--- src/rtl/cdb_arbiter.sv ---
// Common data bus arbiter: buffers ALU and load results in per-source FIFOs
// and broadcasts at most one per cycle, round-robin between the two sources.
module cdb_arbiter #(
    parameter int unsigned ROB_W = 5,
    parameter int unsigned DEPTH = 2
) (
    input  logic             clk,
    input  logic             rst,
    input  logic             rdy,
    input  logic             Clear_flag,
    input  logic             alu_valid,
    output logic             alu_ready,
    input  logic [ROB_W-1:0] alu_tag,
    input  logic [31:0]      alu_value,
    input  logic             alu_jalr,
    input  logic [31:0]      alu_jumppc,
    input  logic             lsu_valid,
    output logic             lsu_ready,
    input  logic [ROB_W-1:0] lsu_tag,
    input  logic [31:0]      lsu_value,
    output logic             cdb_valid,
    output logic [ROB_W-1:0] cdb_tag,
    output logic [31:0]      cdb_value,
    output logic             cdb_jalr,
    output logic [31:0]      cdb_jumppc,
    output logic             cdb_src,
    output logic             busy
);
    localparam int unsigned PTR_W = $clog2(DEPTH);
    localparam int unsigned CNT_W = PTR_W + 1;
    localparam logic SRC_ALU = 1'b0;
    localparam logic SRC_LSU = 1'b1;

    logic [ROB_W-1:0] alu_tag_mem [DEPTH];
    logic [31:0]      alu_val_mem [DEPTH];
    logic             alu_jalr_mem[DEPTH];
    logic [31:0]      alu_jpc_mem [DEPTH];
    logic [ROB_W-1:0] lsu_tag_mem [DEPTH];
    logic [31:0]      lsu_val_mem [DEPTH];

    logic [PTR_W-1:0] alu_wr, alu_rd, lsu_wr, lsu_rd;
    logic [CNT_W-1:0] alu_cnt, lsu_cnt;
    logic             last_grant;

    logic active, alu_push, lsu_push, alu_nempty, lsu_nempty;
    logic grant_alu, grant_lsu;

    // Handshake and round-robin grant; a full FIFO never accepts, even while popping.
    always_comb begin
        active     = rdy & ~Clear_flag;
        alu_nempty = (alu_cnt != '0);
        lsu_nempty = (lsu_cnt != '0);
        alu_ready  = active & (alu_cnt < CNT_W'(DEPTH));
        lsu_ready  = active & (lsu_cnt < CNT_W'(DEPTH));
        alu_push   = alu_valid & alu_ready;
        lsu_push   = lsu_valid & lsu_ready;
        grant_alu  = active & alu_nempty & (~lsu_nempty | (last_grant == SRC_LSU));
        grant_lsu  = active & lsu_nempty & ~grant_alu;
    end

    assign busy = alu_nempty | lsu_nempty | cdb_valid;

    // FIFO storage needs no reset; pointers and counts qualify its contents.
    always_ff @(posedge clk) begin
        if (alu_push) begin
            alu_tag_mem[alu_wr]  <= alu_tag;
            alu_val_mem[alu_wr]  <= alu_value;
            alu_jalr_mem[alu_wr] <= alu_jalr;
            alu_jpc_mem[alu_wr]  <= alu_jumppc;
        end
        if (lsu_push) begin
            lsu_tag_mem[lsu_wr] <= lsu_tag;
            lsu_val_mem[lsu_wr] <= lsu_value;
        end
    end

    always_ff @(posedge clk or negedge rst) begin
        if (!rst) begin
            alu_wr     <= '0;
            alu_rd     <= '0;
            lsu_wr     <= '0;
            lsu_rd     <= '0;
            alu_cnt    <= '0;
            lsu_cnt    <= '0;
            last_grant <= SRC_LSU;
            cdb_valid  <= 1'b0;
            cdb_tag    <= '0;
            cdb_value  <= '0;
            cdb_jalr   <= 1'b0;
            cdb_jumppc <= '0;
            cdb_src    <= SRC_ALU;
        end else if (rdy) begin
            if (Clear_flag) begin
                alu_wr     <= '0;
                alu_rd     <= '0;
                lsu_wr     <= '0;
                lsu_rd     <= '0;
                alu_cnt    <= '0;
                lsu_cnt    <= '0;
                last_grant <= SRC_LSU;
                cdb_valid  <= 1'b0;
            end else begin
                if (alu_push)  alu_wr <= alu_wr + PTR_W'(1);
                if (lsu_push)  lsu_wr <= lsu_wr + PTR_W'(1);
                if (grant_alu) alu_rd <= alu_rd + PTR_W'(1);
                if (grant_lsu) lsu_rd <= lsu_rd + PTR_W'(1);
                alu_cnt <= alu_cnt + CNT_W'(alu_push) - CNT_W'(grant_alu);
                lsu_cnt <= lsu_cnt + CNT_W'(lsu_push) - CNT_W'(grant_lsu);

                // Loads carry no jump target, so their broadcast clears it.
                if (grant_alu) begin
                    cdb_valid  <= 1'b1;
                    cdb_tag    <= alu_tag_mem[alu_rd];
                    cdb_value  <= alu_val_mem[alu_rd];
                    cdb_jalr   <= alu_jalr_mem[alu_rd];
                    cdb_jumppc <= alu_jpc_mem[alu_rd];
                    cdb_src    <= SRC_ALU;
                    last_grant <= SRC_ALU;
                end else if (grant_lsu) begin
                    cdb_valid  <= 1'b1;
                    cdb_tag    <= lsu_tag_mem[lsu_rd];
                    cdb_value  <= lsu_val_mem[lsu_rd];
                    cdb_jalr   <= 1'b0;
                    cdb_jumppc <= '0;
                    cdb_src    <= SRC_LSU;
                    last_grant <= SRC_LSU;
                end else begin
                    cdb_valid <= 1'b0;
                end
            end
        end
    end
endmodule

--- config.mk ---
export PLATFORM = sky130hd
export DESIGN_NAME = cdb_arbiter
export DESIGN_NICKNAME = d
export VERILOG_FILES = /design/src/rtl/cdb_arbiter.sv
export SDC_FILE = /design/constraint.sdc
export NUM_CORES = 1
export LEC_CHECK = 0
export ABC_AREA = 0
export BUFFER_PORTS_ARGS = -buffer_cell sky130_fd_sc_hd__buf_2
export CAP_MARGIN = 25
export CORE_UTILIZATION = 51
export CTS_CLUSTER_SIZE = 8
export DETAILED_ROUTE_END_ITERATION = 6
export HOLD_SLACK_MARGIN = 0.05
export PLACE_DENSITY = 0.74
export SYNTH_ARGS = -nofsm -noshare
export SYNTH_HDL_FRONTEND = slang
export SYNTH_SLANG_ARGS = --single-unit
--- constraint.sdc ---
create_clock -name clk -period 4 [get_ports clk]
set_input_delay 0.8 -clock clk [delete_from_list [all_inputs] [get_ports clk]]
set_output_delay 0.8 -clock clk [all_outputs]
set_load 0.01 [all_outputs]
* Yosys cells after proc, flatten, opt, wreduce, memory -nomap -nowiden *
Memory sizes are Yosys's and may differ from the RTL's.
Index checks and enable logic that the tools add are counted.

operators by class
  $add $sub $neg = 8
  order comparisons = 2
  multiplexer cells = 28
  bitwise gates (word level) = 15
  reduce and logical (&&, ||, !) cells = 14

operator list
  operator                                           number
  2-to-1 mux 32 bit                                  4
  2-to-1 mux 1 bit                                   20
  nonzero test 2 bit                                 7
  2-to-1 mux 5 bit                                   2
  AND reduction 2 bit                                5
  AND 1 bit                                          9
  adder 1 bit, second input constant                 4
  adder 2 x 1 -> 2 bit                               2
  less-than comparator 2 bit, second input constant  2
  2-to-1 mux 2 bit                                   2
  subtractor 2 x 1 -> 2 bit                          2
  inverter 1 bit                                     3
  bitwise OR 1 bit                                   3
  AND reduction 3 bit                                1
  nonzero test 3 bit                                 1

word-level totals
  flip-flop bits (word level) = 81
  bits in writable memories = 214
  input port bits = 113
  memories = 6

memories
  name          depth  bits a word  read ports  clocked after Yosys merged registers in  wr ports  line  source
  alu_jpc_mem   2      32           1           0                                        1         37    logic [31:0] alu_jpc_mem [DEPTH];
  alu_val_mem   2      32           1           0                                        1         35    logic [31:0] alu_val_mem [DEPTH];
  lsu_val_mem   2      32           1           0                                        1         39    logic [31:0] lsu_val_mem [DEPTH];
  alu_tag_mem   2      5            1           0                                        1         34    logic [ROB_W-1:0] alu_tag_mem [DEPTH];
  lsu_tag_mem   2      5            1           0                                        1         38    logic [ROB_W-1:0] lsu_tag_mem [DEPTH];
  alu_jalr_mem  2      1            1           0                                        1         36    logic alu_jalr_mem[DEPTH];

* Logic depth before layout (Yosys ltp) *
  word-level depth = 9
  mapped depth = 12
  depth with buffers taken out = 9

* Worst setup path before layout *
OpenSTA, ideal clock, no wires.

  kind = input to register
  from = in rdy
  to = mem alu_jalr_mem[0], enable pin
  setup time = 0.499 ns
  arrival = 4.364 ns
  slack = -0.863 ns
  stages = 4
  cells stage by stage = buf_2 > nor3b_2 > nand2_1 > nor2_1

between the ends
  longest elaborated chain between the ends = 5

ends and longest elaborated chain
  what                                    line  source
  start, declared                         9     input logic rdy,
  AND 1 bit                               50    active = rdy & ~Clear_flag;
  AND 1 bit                               53    alu_ready = active & (alu_cnt < CNT_W'(DEPTH));
  named net alu_ready                     12    output logic alu_ready,
  AND 1 bit                               55    alu_push = alu_valid & alu_ready;
  2-to-1 mux 1 bit                        65    if (alu_push) begin
  2-to-1 mux 1 bit (implied by the code)  68    alu_jalr_mem[alu_wr] <= alu_jalr;
  end, declared                           36

The timed path passes the listed nets, and every way through them passes these cells.

* Worst setup path after layout *
  from = reg lsu_cnt[0]
  to = out busy

between the ends
  longest elaborated chain between the ends = 3

ends and longest elaborated chain
  what                           line  source
  start, declared                42    logic [CNT_W-1:0] alu_cnt, lsu_cnt;
  start signal, assigned         108   lsu_cnt <= lsu_cnt + CNT_W'(lsu_push) - CNT_W'(grant_lsu);
  nonzero test 2 bit             52    lsu_nempty = (lsu_cnt != '0);
  bitwise OR 1 bit (2 in a row)  61    assign busy = alu_nempty | lsu_nempty | cdb_valid;
  end, declared                  27    output logic busy

Every way passes these cells.

==> flow_summary.json <==
{
  "dr.first_iter.drc_count": 559,
  "hold_violations": 0,
  "rows": 55,
  "cts-hold-fix-buffers": 0,
  "drive_gt1_share_pct": 32.1,
  "switching_share_pct": 27.4,
  "clk_pin_slew_ps": 50,
  "yosys_warnings": 0,
  "synth.ff_latch_count": 295,
  "totalNegativeSetupSlack_ps": 0,
  "final_nets": 1034,
  "r2r_setup_slack_ps": 1240,
  "ys_seq_area_share_pct": 72.0,
  "max-clock-path-buffers": 3,
  "hold_class": "input port to asynchronous set/reset pin",
  "rsz0062_at_grt": "false",
  "fmax_mhz": 324,
  "start_util_pct": 52.0,
  "max_slew_margin_pct": 29.4,
  "async_flop_share_pct": 27.5,
  "gr-total-overflow": 0,
  "cts_tree": "done",
  "gp_congestion": 0.761,
  "clock_skew_ps": 17.4,
  "cts_sinks": 295,
  "fillCellCount": 1725,
  "cts_made_buffers": 42,
  "powerDensity_mw_per_mm2": 629,
  "port_buffers": 187,
  "ant_nets": 0,
  "grt_max_degree": 78,
  "cts_max_level": 2,
  "fp.dieW_um": 154,
  "crit_type": "flip-flop to primary output",
  "first_pass_iters": 5,
  "avgViaCountPerCell": 5.80,
  "clkPwrFrac_pct": 36.0,
  "finalSetupViolCount": 0,
  "rr_worst_depth": 9,
  "seqPwrFrac_pct": 46.1,
  "run_status": "finished, final reports clean",
  "grt_first_pass_wirelength_um": 39700,
  "antenna_found_initial": 7,
  "startpoint_type": "flip-flop",
  "synth_nets": 851,
  "worst_setup_path_end_kind": "primary output",
  "wl_per_cell_um": 21.0,
  "synth_edf_count": 214,
  "drv_slew": 0,
  "die-area_mm2": 0.0236,
  "post-route-period-util_pct": 77.2,
  "drc": 0,
  "syn_to_final_growth_pct": 19.5,
  "p_int_mw": 6.40,
  "p_leak_nw": 5.15,
  "min_period_ps": 3090,
  "routed_wl_um": 25800,
  "ys_types": 42,
  "holdWs_ps": 404,
  "p_sw_mw": 2.42,
  "synth_area_per_cell_um2": 16.0,
  "synth_cells": 734,
  "worst_pin_slew_ps": 1060,
  "arrival_ps": 2290,
  "dp_hpwl_um": 15000,
  "grt_usage_pct": 21.9,
  "final_core_util_pct": 62.1,
  "cts_resized": 0,
  "clock-root-buffer": "clkbuf_16",
  "max_cap_viol_count": 0,
  "die_y_um": 154,
  "num_vias": 7131,
  "clk_latency_ps": 510,
  "synth_area_mm2": 0.0117,
  "power_frac_comb_pct": 17.9,
  "coreArea_mm2": 0.0226,
  "ir_worst_vdd_mv": 0.424,
  "num_io_pins": 188,
  "critical_path_required_ps": 3200,
  "critPathMaxFanout": 41,
  "post-cts-setup-buffers": 0,
  "grt_pass1_vias": 7025,
  "synth_ff_type": "edfxtp_1"
}
## critical path: stages, from the launching register on
cell and delay, ps:
dfrtp_1 470, or2_2 670, or3_1 470, buf_2 140
## final timing paths
kind / startpoint / end
max: lsu_cnt[0] / busy
min: rst / cdb_value[21]
max reg2reg: lsu_cnt[1] / lsu_cnt[1]
min reg2reg: last_grant / last_grant
max in group asynchronous: rst / cdb_jumppc[28]
min in group clk: lsu_tag[4] / lsu_tag_mem[0][4]
## state kept, by name, summed over array words and instances (netlist names), 2 cells and up
name and count:
alu_jpc_mem 64, alu_val_mem 64, lsu_val_mem 64, cdb_jumppc 32
cdb_value 32, alu_tag_mem 10, lsu_tag_mem 10, cdb_tag 5
alu_cnt 2, alu_jalr_mem 2, lsu_cnt 2
## power by group through the flow
stage / registers, mW / logic (mW) / clock network, mW
after floorplan: 4.17 / 0.805 / 0
after global placement: 4.13 / 1.50 / 0
after detailed placement: 4.10 / 1.60 / 0
after CTS: 4.07 / 1.60 / 3.22
after global routing: 4.11 / 1.73 / 3.34
final: 4.07 / 1.58 / 3.17
## synthesized netlist by cell type, types with 2 or more instances
cell type  number  area share [%]
buf_6           7            0.67
mux2_2         37             3.6
a21oi_1        38             1.6
buf_2          20            0.85
mux2i_1        68             5.8
a22o_1          2            0.15
o21ai_0        40             1.7
or2_2           2            0.11
a2111oi_0      33             2.5
nand4_1        37             2.0
edfxtp_1      214              55
nor2b_1        39             2.1
inv_1           7            0.22
clkbuf_1       28            0.90
o31ai_1        37             2.4
buf_4           2            0.13
nor2_1          5            0.16
buf_12          3            0.51
dfrtp_1        80              17
a2111oi_2       4            0.51
xor2_1          2            0.15
nand2_1         6            0.19
ha_1            4            0.43
## routing by layer
layer | vias up | GRT usage, % | routed length (um)
met4 | 8 | 6.52 | 423
met3 | 43 | 5.38 | 2010
met5 | - | 0 | 58
li1 | 3245 | - | -
met1 | 3545 | 30.4 | 11200
met2 | 290 | 34.4 | 12200
## layout by cell type (no fill, tap or decap), types with 2 or more instances in the layout
cell type	count
a21oi_1	38
buf_4	13
nand2_1	6
a22o_1	2
mux2i_1	68
nand4_1	37
nor2b_1	37
clkbuf_16	43
diode_2	3
edfxtp_1	214
buf_2	186
dfrtp_1	78
mux2_2	37
clkbuf_1	25
ha_1	4
o21ai_0	40
or2_2	2
a2111oi_0	33
nor2_4	2
xor2_1	2
nor2b_4	2
a2111oi_2	4
nor2_1	3
o31ai_1	37
inv_1	7
## stage by stage
stage / instances / power (mW) / area [um2] / setup slack (ps)
finish: 1230 / 8.82 / 14000 / 910
global route: 1229 / 9.19 / 14000 / 813
CTS: 1226 / 8.89 / 14000 / 896
detailed placement: 1157 / 5.70 / 12800 / 1170
global placement: 1156 / 5.64 / 12800 / 1280
floorplan: 734 / 4.98 / 11700 / 308
## cell families (layout without fill, tap and decap cells)
logic type	after synthesis	after routing	synth area share [%]
AO/OA/AOI/OAI	161	161	9.35
XOR/XNOR	2	2	0.149
adder cells (fa/ha/maj)	4	4	0.426
buffers and inverters	69	277	3.45
flip-flops	295	295	72.0
multiplexers	105	105	9.35
other	0	3	0
AND/OR/NAND/NOR	98	98	5.23
## layout make-up
cell class                 instances  area (um2)  share of cell area (%)
antenna                            3        7.51                  0.0535
clock buffer                      68        1170                    8.34
clock inverter                     1        8.76                  0.0624
inverter                           7        26.3                   0.187
multi-input combinational        370        2920                    20.8
sequential                       295        8460                    60.3
tap                              285         357                    2.54
timing repair buffer             201        1080                    7.67
No activity file was read; power rests on OpenSTA's default activity.
